`config.mk`:
```
export PLATFORM = sky130hd
export DESIGN_NAME = rect_fill_engine
export DESIGN_NICKNAME = d
export VERILOG_FILES = /design/src/rtl/rect_fill_engine.sv
export SDC_FILE = /design/constraint.sdc
export NUM_CORES = 1
export LEC_CHECK = 0
export ABC_AREA = 1
export CORE_MARGIN = 4
export CORE_UTILIZATION = 56
export CTS_CLUSTER_DIAMETER = 80
export DETAILED_ROUTE_END_ITERATION = 10
export PLACE_DENSITY = 0.92
export SLEW_MARGIN = 40
export SYNTH_ARGS = -nofsm -noshare
export SYNTH_HDL_FRONTEND = slang
export SYNTH_SLANG_ARGS = --single-unit
```
`constraint.sdc`:
```
create_clock -name clock -period 3.6 [get_ports clock]
set_clock_uncertainty 0.1 [all_clocks]
set_input_delay 0.72 -clock clock [delete_from_list [all_inputs] [get_ports clock]]
set_output_delay 0.72 -clock clock [all_outputs]
set_load 0.1 [all_outputs]
```
`src/rtl/rect_fill_engine.sv`:
```
`default_nettype none
// ============================================================================
//  Module      : rect_fill_engine
//  Description : Rectangle-fill writer for the VGA frame buffer. Accepts one
//                rectangle command per start strobe and emits one pixel write
//                per clock in raster order on the adapter's plot port.
//                Pixels outside COLS x ROWS are clipped (plot low) but still
//                consume their cycle, so latency depends only on w*h.
//                Optional feature macro: RECT_BORDER_EN (adds a one-pixel
//                border drawn in a separate colour).
//  Revision    : 1.0 - initial release
// ============================================================================
module rect_fill_engine #(
  parameter int COLOR_DEPTH = 3,
  parameter int nX          = 8,
  parameter int nY          = 7,
  parameter int COLS        = 160,
  parameter int ROWS        = 120
) (
  input  logic                   clock,
  input  logic                   reset,
  input  logic                   start,
  input  logic [nX-1:0]          x0,
  input  logic [nY-1:0]          y0,
  input  logic [nX-1:0]          w,
  input  logic [nY-1:0]          h,
  input  logic [COLOR_DEPTH-1:0] color,
`ifdef RECT_BORDER_EN
  input  logic                   border,
  input  logic [COLOR_DEPTH-1:0] border_color,
`endif
  output logic                   busy,
  output logic                   done,
  output logic [nX-1:0]          vga_x,
  output logic [nY-1:0]          vga_y,
  output logic [COLOR_DEPTH-1:0] vga_color,
  output logic                   vga_plot
);

  // Clip limits and increments at the widened (no wrap-around) sum width.
  localparam logic [nX:0] c_cols  = (nX+1)'(COLS);
  localparam logic [nY:0] c_rows  = (nY+1)'(ROWS);
  localparam logic [nX:0] c_one_x = (nX+1)'(1);
  localparam logic [nY:0] c_one_y = (nY+1)'(1);

  typedef enum logic [1:0] {
    S_IDLE   = 2'd0,
    S_DRAW   = 2'd1,
    S_FINISH = 2'd2
  } state_e;

  state_e state_q, state_d;

  // Latched command
  logic [nX-1:0]          x0_q, x0_d;
  logic [nY-1:0]          y0_q, y0_d;
  logic [nX-1:0]          w_q, w_d;
  logic [nY-1:0]          h_q, h_d;
  logic [COLOR_DEPTH-1:0] color_q, color_d;
`ifdef RECT_BORDER_EN
  logic                   border_q, border_d;
  logic [COLOR_DEPTH-1:0] bcolor_q, bcolor_d;
`endif

  // Index of the pixel currently presented on the outputs
  logic [nX:0] i_q, i_d;
  logic [nY:0] j_q, j_d;

  // Registered outputs
  logic                   busy_q, busy_d;
  logic                   done_q, done_d;
  logic                   plot_q, plot_d;
  logic [nX-1:0]          vx_q, vx_d;
  logic [nY-1:0]          vy_q, vy_d;
  logic [COLOR_DEPTH-1:0] vc_q, vc_d;

  // Decode helpers
  logic                   cmd_empty;
  logic                   last_col;
  logic                   last_row;
  logic                   emit;

  // Next pixel to present, and the command fields it is derived from
  logic [nX-1:0]          src_x0;
  logic [nY-1:0]          src_y0;
  logic [COLOR_DEPTH-1:0] src_color;
`ifdef RECT_BORDER_EN
  logic [nX-1:0]          src_w;
  logic [nY-1:0]          src_h;
  logic                   src_border;
  logic [COLOR_DEPTH-1:0] src_bcolor;
`endif
  logic [nX:0]            pix_i;
  logic [nY:0]            pix_j;
  logic [nX:0]            x_sum;
  logic [nY:0]            y_sum;
  logic                   pix_vis;
  logic [COLOR_DEPTH-1:0] pix_color;

  assign cmd_empty = (w == '0) || (h == '0);
  assign last_col  = (i_q == ({1'b0, w_q} - c_one_x));
  assign last_row  = (j_q == ({1'b0, h_q} - c_one_y));

  // Select which pixel comes next: pixel (0,0) of the incoming command when
  // not drawing, otherwise the raster successor of the current pixel.
  always_comb begin
    src_x0    = x0_q;
    src_y0    = y0_q;
    src_color = color_q;
`ifdef RECT_BORDER_EN
    src_w      = w_q;
    src_h      = h_q;
    src_border = border_q;
    src_bcolor = bcolor_q;
`endif
    pix_i = i_q;
    pix_j = j_q;
    if (state_q != S_DRAW) begin
      src_x0    = x0;
      src_y0    = y0;
      src_color = color;
`ifdef RECT_BORDER_EN
      src_w      = w;
      src_h      = h;
      src_border = border;
      src_bcolor = border_color;
`endif
      pix_i = '0;
      pix_j = '0;
    end else if (last_col) begin
      pix_i = '0;
      pix_j = j_q + c_one_y;
    end else begin
      pix_i = i_q + c_one_x;
    end

    // Sums are one bit wider than the coordinates so that overflow clips
    // instead of wrapping back onto the screen.
    x_sum   = {1'b0, src_x0} + pix_i;
    y_sum   = {1'b0, src_y0} + pix_j;
    pix_vis = (x_sum < c_cols) && (y_sum < c_rows);

    pix_color = src_color;
`ifdef RECT_BORDER_EN
    if (src_border &&
        ((pix_i == '0) || (pix_i == ({1'b0, src_w} - c_one_x)) ||
         (pix_j == '0) || (pix_j == ({1'b0, src_h} - c_one_y)))) begin
      pix_color = src_bcolor;
    end
`endif
  end

  // Next-state and output decode; FINISH behaves like IDLE for accepting.
  always_comb begin
    state_d = state_q;
    x0_d    = x0_q;
    y0_d    = y0_q;
    w_d     = w_q;
    h_d     = h_q;
    color_d = color_q;
`ifdef RECT_BORDER_EN
    border_d = border_q;
    bcolor_d = bcolor_q;
`endif
    i_d    = i_q;
    j_d    = j_q;
    busy_d = 1'b0;
    done_d = 1'b0;
    plot_d = 1'b0;
    vx_d   = vx_q;
    vy_d   = vy_q;
    vc_d   = vc_q;
    emit   = 1'b0;

    case (state_q)
      S_IDLE, S_FINISH: begin
        state_d = S_IDLE;
        if (start) begin
          x0_d    = x0;
          y0_d    = y0;
          w_d     = w;
          h_d     = h;
          color_d = color;
`ifdef RECT_BORDER_EN
          border_d = border;
          bcolor_d = border_color;
`endif
          if (cmd_empty) begin
            state_d = S_FINISH;
            done_d  = 1'b1;
          end else begin
            state_d = S_DRAW;
            emit    = 1'b1;
          end
        end
      end
      S_DRAW: begin
        if (last_col && last_row) begin
          state_d = S_FINISH;
          done_d  = 1'b1;
        end else begin
          emit = 1'b1;
        end
      end
      default: begin
        state_d = S_IDLE;
      end
    endcase

    if (emit) begin
      i_d    = pix_i;
      j_d    = pix_j;
      busy_d = 1'b1;
      plot_d = pix_vis;
      vx_d   = x_sum[nX-1:0];
      vy_d   = y_sum[nY-1:0];
      vc_d   = pix_color;
    end
  end

  // State register.
  always_ff @(posedge clock) begin
    if (reset) begin
      state_q <= S_IDLE;
    end else begin
      state_q <= state_d;
    end
  end

  // Command, counter and output registers; reset aborts any command.
  always_ff @(posedge clock) begin
    if (reset) begin
      x0_q    <= '0;
      y0_q    <= '0;
      w_q     <= '0;
      h_q     <= '0;
      color_q <= '0;
`ifdef RECT_BORDER_EN
      border_q <= 1'b0;
      bcolor_q <= '0;
`endif
      i_q    <= '0;
      j_q    <= '0;
      busy_q <= 1'b0;
      done_q <= 1'b0;
      plot_q <= 1'b0;
      vx_q   <= '0;
      vy_q   <= '0;
      vc_q   <= '0;
    end else begin
      x0_q    <= x0_d;
      y0_q    <= y0_d;
      w_q     <= w_d;
      h_q     <= h_d;
      color_q <= color_d;
`ifdef RECT_BORDER_EN
      border_q <= border_d;
      bcolor_q <= bcolor_d;
`endif
      i_q    <= i_d;
      j_q    <= j_d;
      busy_q <= busy_d;
      done_q <= done_d;
      plot_q <= plot_d;
      vx_q   <= vx_d;
      vy_q   <= vy_d;
      vc_q   <= vc_d;
    end
  end

  assign busy      = busy_q;
  assign done      = done_q;
  assign vga_plot  = plot_q;
  assign vga_x     = vx_q;
  assign vga_y     = vy_q;
  assign vga_color = vc_q;

endmodule
`default_nettype wire

```
* Word level (Yosys, flattened, before mapping)
Cells that the tools add are included.
** Cells by class
- Add/subtract/negate cells :: 6
- Order comparisons :: 2
- Eq/ne operators :: 6
- Mux-type cells :: 20
- Bitwise gates (word level) :: 1
- Reduce and logical (&&, ||, !) cells :: 9
** Operators by type and width (count)
- $mux 8 :: 3
- $mux 9 :: 2
- $add 8x9->9 :: 1
- $add 9x1->9 const B :: 1
- $eq 9x9->1 :: 1
- $lt 9x8->1 const B :: 1
- $sub 8x1->9 const B :: 1
- $add 7x8->8 :: 1
- $add 8x1->8 const B :: 1
- $eq 8x8->1 :: 1
- $logic_not 8->1 :: 1
- $lt 8x7->1 const B :: 1
- $sub 7x1->8 const B :: 1
- $logic_not 7->1 :: 1
- $mux 1 :: 7
- $mux 7 :: 1
- $mux 2 :: 3
- $pmux 1 s2 :: 2
- $pmux 2 s2 :: 1
- $reduce_or 2->1 :: 2
- $mux 3 :: 1
- $eq 2x1->1 const B :: 1
- $eq 2x2->1 const B :: 1
- $logic_and 1x1->1 :: 2
- other kinds (6) :: 6
** Storage, ports and cells
- Register bits after elaboration :: 73
- Bits of input ports :: 36
- Output and inout port bits :: 21
- Logic and storage cells :: 58

* Depth between registers and ports, before layout
Gate-level depths: netlist (run 1).
- Depth in word-level cells :: 7
- Gate-level depth with buffers :: 25
- Mapped depth without buffers :: 25

* Least setup slack after synthesis (run 1)
OpenSTA, ideal clock, no wires.
- Path type :: register to register
- Start :: reg w_q[0]
- End :: reg plot_q (netlist: vga_plot)
- Library setup time :: 116 ps
- Data arrival time :: 3046 ps
- Path slack :: 338 ps
- Stages on the path, launching flop included :: 24
- Path buffers :: 1
- Cells stage by stage :: dfxtp_1 -> inv_1 -> ha_1 -> nand2_1 -> nor2_1 -> nand3_1 -> nand2_1 -> nand2_1 -> nor2_2 -> nand3_2 -> buf_2 -> or2_2 -> nand3_1 -> inv_1 -> fa_1 -> nand3_1 -> nand2_1 -> nand2_1 -> nand2_1 -> a21oi_1 -> xnor2_1 -> nand3_1 -> nand4_1 -> nor2_1
** On the way
- Cells in the longest elaborated chain, start to end :: 7
- Elaborated cells between the ends (all ways) :: 16
- Classes of those cells :: 3 x add/sub; 2 x order compare; 1 x eq/ne; 6 x mux; 1 x bitwise; 3 x reduce/logical
** RTL lines
- start: declaration :: line 57 : logic [nX-1:0] w_q, w_d;
- start signal: assignment :: line 253 : w_q <= w_d;
- $sub 8x1->9 :: line 101 : assign last_col = (i_q == ({1'b0, w_q} - c_one_x));
- $eq 9x9->1 :: line 101
- $mux 8 :: line 130 : end else if (last_col) begin
- $mux 8 :: line 118 : if (state_q != S_DRAW) begin
- via pix_j[1] :: line 94 : logic [nY:0] pix_j;
- $add 7x8->8 :: line 140 : y_sum = {1'b0, src_y0} + pix_j;
- $lt 8x7->1 :: line 141 : pix_vis = (x_sum < c_cols) && (y_sum < c_rows);
- $logic_and 1x1->1 :: line 141
- end signal: assignment :: line 264 : plot_q <= plot_d;
- end: declaration :: line 72 : logic plot_q, plot_d;
The timed path passes the listed nets, and every way through them passes these cells.
A chain may end at the register's enable or synchronous reset.

* Worst setup path after layout (run 1)
- Start :: reg w_q[1]
- End :: reg plot_q (netlist: vga_plot)
The elaborated chain is that of the path after synthesis.

==> results of run 1 <==
-- cells in the final DEF, fill, tap and decap left out, types with 3 or more instances in the layout --
cell type        netlist  final
nand2_1              155    154
nor2_1                96     92
dfxtp_1               73     72
o21ai_0               68     67
inv_1                 61     59
a21oi_1               53     52
nand3_1               36     35
clkdlybuf4s50_1        0     35
buf_2                  2     21
ha_1                  19     17
xor2_1                16     16
buf_4                  1     13
clkbuf_8               0      9
nor2_2                 5      7
xnor2_1                7      7
inv_2                  4      6
nand4_1                4      4
nor4_1                 4      4
inv_8                  0      4
nand3b_1               3      3
nand2_2                2      3
or2_2                  3      3
clkinv_1               3      3
o21ai_1                2      3
mux2i_1                3      3
-- metal layers --
metal	up-vias	global-route usage, %
li1	2245	-
met1	2014	32.4
met2	188	43.0
met3	22	4.93
met4	0	8.06
met5	-	0
-- registers in the layout, summed over array words and instances (netlist names), 7 cells and up --
register,count
vga_x,8
x0_q,8
y0_q,7
h_q,7
w_q,8
vga_y,7
j_q,8
i_q,9
-- power by group --
part	switching [mW]	total, mW	leakage (nW)	internal (mW)
combinational	0.539	0.757	1.74	0.219
sequential	0.0567	0.939	0.604	0.882
clock	0.375	0.719	0.112	0.344
-- through the flow --
step	worst slack, ps	hold slack [ps]	setup TNS, ps	instances
after floorplan	338	349	0	657
after global placement	203	363	0	795
after detailed placement	17.6	373	0	795
after CTS	17.5	394	0	811
after global routing	-41.1	409	-41.1	818
final	162	391	0	818
-- worst paths after layout --
| path | cells after the start | to | from |
|---|---|---|---|
| worst max-delay path | 21 | vga_plot | w_q[1] |
| worst min register to register | 2 | h_q[6] | h_q[6] |
| worst min-delay path | 2 | h_q[6] | h_q[6] |
| worst max register to register | 21 | vga_plot | w_q[1] |
-- area by class of cell --
type | count | area share (%)
flip-flops and latches | 73 | 28.1
repair buffers | 69 | 10.6
multi-input cells | 493 | 49.8
inverters | 68 | 4.91
clock inverters | 7 | 1.78
well taps | 99 | 2.38
clock buffers | 9 | 2.38
-- Yosys cell counts, drive strengths merged, types with 2 or more instances --
cell    count
nor3b       2
xnor2       7
nand3b      3
nor2      101
inv        65
nor3        2
or2         3
nand4       4
clkbuf     17
fa          2
ha         19
nand3      37
nand2     158
buf         7
dfxtp      73
mux2i       3
nor4        4
o21ai      70
clkinv      3
xor2       16
a21oi      53
o31ai       2
-- timing repair --
action                     4_1_cts  5_1_grt
pin swaps                        0        4
setup endpoints to repair        1        6
buffers inserted                 0        6
cloned                           0        1
hold buffers                     0        0
resized for setup                1       18
-- cell families after synthesis --
| logic type | synth area share, % |
|---|---|
| AO/OA/AOI/OAI | 16.1 |
| AND/OR/NAND/NOR | 30.0 |
| XOR/XNOR | 4.64 |
| multiplexers | 0.692 |
| flip-flops | 33.7 |
| adder cells (fa/ha/maj) | 6.40 |
| buffers and inverters | 8.45 |
-- worst max-delay path, cell delays in order (launching register included) --
cell and delay [ps]:
dfxtp_1 350, inv_1 90, ha_4 270, xor2_1 140, nand2_1 70, nor2_1 100
nand2_1 90, nor2_4 150, nand3_4 140, or2_2 300, nand3_1 120, inv_1 90
fa_2 400, nand3_1 120, nand2_1 80, nand2_1 100, nand2_1 60, a21oi_1 150
xnor2_1 180, nand3_1 100, nand4_1 100, nor2_1 40
==> out/metrics.csv, run 1 <==
stage;metric;value;unit
drt;drtIter0Drc;324;
layout;finish.instance_area;0.00520;sq mm
clocking;clockBufferDepth;2;
synthesis;synthCells;657;
drt;drc;0;
placed_design;portBuffers;56;
sta;period_share;95.5;%
layout;n_antenna_cell;0;
drt;drtPass1Iterations;5;
placed_design;place_area;0.00486;sq mm
critical_path;cp_max_fo;5;
sta;worst_pin_slew;548;ps
placed_design;gp_congestion;0.923;
drt;wl_per_cell;14.0;um
synthesis;mappedNetlistArea;0.00434;sq mm
synthesis;synthesis.nets;714;
sta;setup_viol;0;
synthesis;async_flop_share;0;%
die;die_h;96.0;um
synthesis;synthFlopType;dfxtp_1;
critical_path;cp.required;3760;ps
power_and_ir_drop;total_power;2.42;mW
sta;slew_headroom;63.2;%
layout;final_nets;771;
layout;area.growth.synth_to_final;19.9;%
die;rows;31;
grt;overflow;0;
run_status;status;completed;
die;die_area;0.00922;sq mm
sta;slew_violations;0;
drt;vias;4469;
synthesis;yosys.area.top_type;dfxtp_1;
drt;met2_length;5300;um
run;drv_cap;0;
layout;fin_util;70.2;%
drt;top_layer_used;met4;
grt;grt_pass1_vias;4189;
clocking;cts_root_buffer;clkbuf_8;
die;core_area;0.00741;sq mm
power_and_ir_drop;leakage;2.46;nW
grt;grt_max_degree;57;
grt;grt_pass1_wl;18600;um
clocking;clkTransAtPathRegs;90;ps
critical_path;r2r_setup_slack;160;ps
layout;nFillCells;594;
drt;via_per_inst;5.46;
layout;multiInputGateArea;0.00259;sq mm
layout;drive_gt1_share;11.8;%
die;ios;57;
sta;final-hold-violation-count;0;
synthesis;synth_cell_types;37;
drt;ant_nets;0;
critical_path;cp-start-kind;flip-flop;
placed_design;hpwl;7940;um
clocking;htreeDepth;3;
power_and_ir_drop;ir_drop;0.341;mV
synthesis;yosysWarnings;0;
grt;antenna_found_initial;0;
synthesis;synth.area.top_cells;dfxtp_1 (34%), nand2_1 (13%), nor2_1 (8.3%);
clocking;cts_tree;built;
grt;grt_usage;25.4;%
critical_path;critPathCaptureType;flip-flop;
sta;post-route-min-period;3440;ps
synthesis;ys_ff_latch;73;
synthesis;netlist.area_leader.share;33.7;%
drt;wl_met1;5110;um
clocking;cts.sinks;73;
die;fp.dieW;96.0;um
critical_path;crit_arrival;3600;ps
power_and_ir_drop;power.density;464;mW/mm^2
die;floorplan.initialDensity;58.6;%
critical_path;setup.worst_path.class;reg2reg;
clocking;worstSkewPairLatency;370;ps
synthesis;synth_edf_count;0;
clocking;numCtsBuffers;9;
sta;fmax;291;MHz
layout;register_area;0.00146;sq mm
drt;wl_met3;816;um
min_path;hold_class;reg2reg;
synthesis;syn_avg_cell_area;6.61;sq um
synthesis;seq_area_frac_synth;33.7;%
drt;wirelength;11500;um
No activity file was read; power rests on OpenSTA's default activity.
==> run 2: changes to the inputs <==
PLACE_DENSITY = not set   (was 0.92)
PLACE_DENSITY_LB_ADDON = 0.3   (was not set)
REMOVE_ABC_BUFFERS = 1   (was not set)
==> run 2 against run 1 <==
  * Flip-flop and latch count did not move
  * Sequential share of layout area is 0.28 points lower
  * Global-route usage shrank 0.68 points
  * Clock power down 12%
  * Critical endpoint unchanged
==> out/metrics.csv, run 2 (same netlist as run 1, synthesis figures left out) <==
stage;metric;value;unit;change
placed_design;placed_cells;799;;+0.50%
drt;ant_nets;0;;unchanged
power_and_ir_drop;comb_power_share;32.6;%;+1.3 points
layout;drive_gt1_share;14.0;%;+2.1 points
critical_path;critPathCaptureType;flip-flop;;
clocking;clockBufferDepth;2;;unchanged
power_and_ir_drop;power.density;442;mW/mm^2;-4.8%
min_path;worstHoldPathCells;2;;unchanged
critical_path;crit_slowest_cell;dfxtp_2;;
critical_path;worst_r2r_startpoint;w_q[0];;
layout;top_register;i_q;;
clocking;cts_tree;built;;
power_and_ir_drop;total_power;2.32;mW;-3.8%
critical_path;worstPathCellList;inv_1, ha_2, xor2_1, nand2_1, nor2_1, nand2_1, nor2_2, nand3_4, nand2_4, nor2_1, ha_2, fa_2, nand3_1, nand3_2, a21oi_2, nor2_1, nor2_1, xor2_1, nand2_1, nand2_1, nand4_1, nor2_1;;
grt;grt_max_degree;50;;-12%
clocking;clkTransAtPathRegs;80;ps;about the same
drt;drc;0;;unchanged
power_and_ir_drop;leakage;2.47;nW;+0.38%
die;floorplan.initialDensity;58.6;%;unchanged
layout;n_antenna_cell;0;;unchanged
sta;post-route-min-period;3390;ps;-52.7 ps
layout;final_cell_mix;nand2_1 (154), nor2_1 (92), dfxtp_1 (71);;
drt;wirelength;11200;um;-2.3%
critical_path;crit_arrival;3570;ps;-30 ps
die;die_h;96.0;um;unchanged
drt;via_per_inst;5.37;;-1.7%
critical_path;max_stage_delay;340;ps;-60 ps
layout;area.growth.synth_to_final;21.2;%;
layout;stdcell_count;822;;+0.49%
min_path;whs_endpoint;w_q[1];;
die;core_area;0.00741;sq mm;unchanged
critical_path;r2r_setup_slack;210;ps;+50 ps
sta;slew_violations;0;;unchanged
grt;antenna_found_initial;0;;unchanged
critical_path;setup.worst_path.class;reg2reg;;
sta;setup_viol;0;;unchanged
clocking;numCtsBuffers;9;;unchanged
layout;largest_reg_flops;9;;unchanged
run;drv_cap;0;;unchanged
drt;drtPass1Iterations;5;;unchanged
power_and_ir_drop;switchingPower;0.888;mW;-8.5%
grt;grt_usage;24.7;%;-0.68 points
critical_path;cp.required;3780;ps;+20 ps
die;rows;31;;unchanged
layout;final_nets;777;;+0.78%
grt;overflow;0;;unchanged
clocking;cts_root_buffer;clkbuf_8;;
critical_path;path_buf_inv;1;;-1
min_path;min_from;w_q[1];;
clocking;cts.sinks;73;;unchanged
clocking;htreeDepth;3;;unchanged
power_and_ir_drop;swShare;38.2;%;-2.0 points
drt;vias;4413;;-1.3%
grt;grt_pass1_vias;3950;;-5.7%
clocking;worstSkewPairLatency;340;ps;-30 ps
die;die_area;0.00922;sq mm;unchanged
power_and_ir_drop;power.share.clock;27.1;%;-2.7 points
power_and_ir_drop;seqPwrFrac;40.3;%;+1.4 points
critical_path;cp_max_fo;5;;unchanged
min_path;hold_class;reg2reg;;
sta;fmax;295;MHz;+1.6%
critical_path;cp_top_family;simple AND/OR/NAND/NOR gates;;
critical_path;cp-start-kind;flip-flop;;
power_and_ir_drop;power.internal;1.44;mW;-0.60%
die;fp.dieW;96.0;um;unchanged
run_status;status;completed;;
sta;slew_headroom;67.6;%;+4.4 points
placed_design;portBuffers;56;;unchanged
critical_path;reg2reg_depth;22;;+4.8%
drt;wl_per_cell;13.6;um;-2.8%
layout;layout_commonest_cell;nand2_1;;
grt;grt_pass1_wl;18000;um;-3.2%
drt;drtIter0Drc;383;;+18%
clocking;hold_buffers;0;;unchanged
sta;period_share;94.0;%;-1.5 points
critical_path;regToRegEndpoint;vga_plot;;
placed_design;gp_congestion;0.863;;-6.6%
die;ios;57;;unchanged
sta;final-hold-violation-count;0;;unchanged
critical_path;cpMostUsedCell;nor2_1;;
power_and_ir_drop;ir_drop;0.253;mV;-26%
placed_design;hpwl;7820;um;-1.4%
sta;worst_pin_slew;486;ps;-62.6 ps
[run 2: worst max-delay path by stage]
stage                     startpoint        to  slack [ps]  depth (start not counted)
after global routing          w_q[0]  vga_plot        -100                         22
after detailed placement      w_q[0]  vga_plot          90                         23
after CTS                     w_q[0]  vga_plot          90                         23
after floorplan           state_q[0]  vga_plot        -280                         17
after global placement        w_q[1]  vga_plot         210                         23
final                         w_q[0]  vga_plot         210                         22
[run 2: per-layer routing]
layer	track usage, %	share of wire, %
met1	32.8	46
met2	40.8	47
met3	4.53	5.7
met4	7.23	1.5
met5	0	0
[run 2: final cells by class]
cell class / count / area, sq um
inverters: 68 / 258
fillers: 611 / 2150
repair buffers: 76 / 613
multi-input cells: 492 / 2620
clock inverters: 3 / 42.5
clock buffers: 11 / 141
flip-flops and latches: 73 / 1460
well taps: 99 / 124
[run 2: what timing repair did]
action | 4_1_cts | 5_1_grt
setup endpoints to repair | 0 | 4
setup buffers | 0 | 9
resized for setup | 0 | 34
[run 2: metrics by stage]
step / utilization [%] / hold WS (ps) / TNS, ps / setup slack [ps] / instance area, sq um
floorplan: - / 344 / -505 / -277 / 4230
global placement: 67.5 / 363 / 0 / 207 / 5000
detailed placement: 66.1 / 373 / 0 / 93.4 / 4890
CTS: 68.5 / 390 / 0 / 90.8 / 5080
global route: 71.0 / 410 / -96.5 / -96.5 / 5260
finish: 71.0 / 383 / 0 / 215 / 5260
[run 2: worst register-to-register path: stages (launching register included)]
cell and delay [ps]:
dfxtp_2 340, inv_1 60, ha_2 310, xor2_1 140
nand2_1 80, nor2_1 110, nand2_1 70, nor2_2 140
nand3_4 150, nand2_4 120, nor2_1 60, ha_2 190
fa_2 350, nand3_1 90, nand3_2 120, a21oi_2 160
nor2_1 60, nor2_1 140, xor2_1 200, nand2_1 70
nand2_1 60, nand4_1 90, nor2_1 130
[run 2: power groups by stage]
stage | sequential, mW | combinational [mW] | clock [mW]
after global placement | 0.951 | 0.732 | 0
after global routing | 0.947 | 0.829 | 0.672
after CTS | 0.935 | 0.729 | 0.636
after detailed placement | 0.953 | 0.724 | 0
after floorplan | 1.15 | 0.342 | 0
final | 0.936 | 0.759 | 0.630
==> run 3: changes to the inputs <==
CORE_MARGIN = 1.5   (was 4)
==> run 3 against run 2 <==
  * Hold slack better by 6.6 ps
  * Sequential power hardly changed
  * Flip-flop and latch count stayed put
  * Clock power is 22% higher
  * Register-to-register slack better by 60 ps
  * Critical path depth is 1 higher
  * Global-route usage is 1.7 points higher
  * Power is 5.1% higher
  * Sequential share of layout area is 0.30 points higher
  * Utilization is 0.51 points lower
  * Largest power group unchanged
  * First-iteration DRC count is 24% lower
==> out/metrics.csv, run 3 (same netlist as run 1, synthesis figures left out) <==
stage;metric;value;unit;change
run_status;status;completed;;
clocking;numCtsBuffers;9;;unchanged
sta;slew_headroom;66.2;%;-1.4 points
grt;overflow;0;;unchanged
power_and_ir_drop;swShare;37.3;%;-0.88 points
clocking;clkTransAtPathRegs;80;ps;about the same
grt;antenna_found_initial;0;;unchanged
grt;grt_pass1_wl;17900;um;-0.57%
layout;largest_reg_flops;9;;unchanged
critical_path;critPathCaptureType;flip-flop;;
grt;grt_busiest_layer;met2;;
critical_path;r2r_setup_slack;270;ps;+60 ps
sta;setup_viol;0;;unchanged
clocking;hold_buffers;0;;unchanged
drt;drtPass1Iterations;5;;unchanged
clocking;cts_root_buffer;clkbuf_8;;
clocking;worstSkewPairLatency;360;ps;+20 ps
die;die_h;91.0;um;-5.2%
drt;ant_nets;0;;unchanged
critical_path;cp-start-kind;flip-flop;;
power_and_ir_drop;switchingPower;0.912;mW;+2.7%
sta;period_share;92.4;%;-1.7 points
power_and_ir_drop;comb_power_share;30.4;%;-2.2 points
power_and_ir_drop;power.share.clock;31.4;%;+4.3 points
power_and_ir_drop;power.internal;1.53;mW;+6.6%
placed_design;portBuffers;56;;unchanged
layout;stdcell_count;814;;-0.97%
sta;post-route-min-period;3330;ps;-60.1 ps
power_and_ir_drop;seqPwrFrac;38.3;%;-2.0 points
grt;met1_usage;33.1;%;+0.27 points
critical_path;cp_max_fo;8;;+3
layout;final_nets;767;;-1.3%
die;floorplan.initialDensity;58.9;%;+0.31 points
grt;use_met2;44.6;%;+3.8 points
sta;fin_hold_ws;389;ps;+6.56 ps
critical_path;cp.required;3760;ps;-20 ps
clocking;clockBufferDepth;2;;unchanged
layout;layout_commonest_cell;nand2_1;;
placed_design;hpwl;7250;um;-7.4%
drt;wirelength;10500;um;-6.0%
drt;vias;4341;;-1.6%
layout;top_register;i_q;;
clocking;cts_tree;built;;
grt;grt_usage;26.4;%;+1.7 points
grt;grt_pass1_vias;3992;;+1.1%
clocking;cts.sinks;73;;unchanged
die;ios;57;;unchanged
die;core_area;0.00737;sq mm;-0.52%
layout;drive_gt1_share;11.5;%;-2.5 points
drt;wl_per_cell;12.9;um;-5.0%
grt;met3_usage;6.95;%;+2.4 points
drt;via_per_inst;5.33;;-0.66%
layout;fin_util;70.5;%;-0.51 points
layout;final_cell_mix;nand2_1 (154), nor2_1 (92), dfxtp_1 (73);;
min_path;hold_class;reg2reg;;
power_and_ir_drop;power.density;470;mW/mm^2;+6.4%
drt;drc;0;;unchanged
run;drv_cap;0;;unchanged
sta;worst_pin_slew;502;ps;+16.1 ps
sta;slew_violations;0;;unchanged
die;die_area;0.00829;sq mm;-10%
grt;grt_max_degree;50;;unchanged
sta;fin_setup_tns;0;ps;unchanged
critical_path;crit_arrival;3480;ps;-90 ps
power_and_ir_drop;ir_drop;0.348;mV;+38%
sta;fmax;301;MHz;+1.8%
sta;final-hold-violation-count;0;;unchanged
die;fp.dieW;91.0;um;-5.2%
power_and_ir_drop;leakage;2.45;nW;-0.83%
placed_design;gp_congestion;0.952;;+10%
layout;n_antenna_cell;0;;unchanged
critical_path;setup.worst_path.class;reg2reg;;
clocking;htreeDepth;3;;unchanged
placed_design;placed_cells;797;;-0.25%
drt;drtIter0Drc;290;;-24%
layout;area.growth.synth_to_final;19.7;%;
power_and_ir_drop;total_power;2.44;mW;+5.1%
die;rows;31;;unchanged
-- run 3: changes by cell type in the layout (fill, tap and decap cells not counted), sizes merged --
cell      delta
buf         -10
bufinv       +1
clkinv       +1
clkinvlp     -1
inv          +1
-- run 3: layer usage --
layer	vias up	share of wire, %
met4	0	1.0
met2	133	47
met1	1965	45
met5	-	0
met3	13	6.5
li1	2230	-
-- run 3: final cells by class --
cell class,instances,area [sq um]
clock buffer,11,151
fill,587,2180
inverter,68,255
timing repair buffer,66,531
clock inverter,5,86.3
sequential,73,1460
multi-input combinational,492,2580
tap,99,124
-- run 3: worst paths after layout --
| check | end | cells after the start | start |
|---|---|---|---|
| hold / removal | x0_q[5] | 2 | x0_q[5] |
| setup reg to reg | vga_plot | 23 | w_q[1] |
| hold reg to reg | x0_q[5] | 2 | x0_q[5] |
| setup / recovery | vga_plot | 23 | w_q[1] |
-- run 3: power groups by stage --
stage	clock network, mW	registers, mW	logic, mW
after floorplan	0	1.15	0.342
after global placement	0	0.951	0.728
after detailed placement	0	0.951	0.716
after CTS	0.775	0.934	0.722
after global routing	0.813	0.945	0.815
final	0.766	0.935	0.742
-- run 3: metrics by stage --
stage	instance area, sq um	setup slack (ps)
6_report	5190	275
3_3_place_gp	4980	221
2_1_floorplan	4230	-277
5_1_grt	5190	-89.7
4_1_cts	5120	52.3
3_5_place_dp	4880	71.8
-- run 3: timing repair --
| action | CTS | global route |
|---|---|---|
| endpoints found under the setup margin | 0 | 6 |
| setup buffers | 0 | 1 |
| resized for setup | 0 | 18 |
-- run 3: critical path, cell delays in order (launching register included) --
cell,delay [ps]
dfxtp_1,350
inv_1,80
ha_4,270
xor2_1,140
nand2_1,60
nor2_1,90
nand2_1,60
nor2_2,120
nand3_4,110
buf_4,190
nor2_2,110
nor2_1,50
nand3b_1,210
inv_2,100
ha_4,220
a21oi_2,160
nand2_1,60
nand2_1,70
nand2_1,60
a21oi_1,170
xnor2_1,170
nand3_1,120
nand4_1,100
nor2_1,50
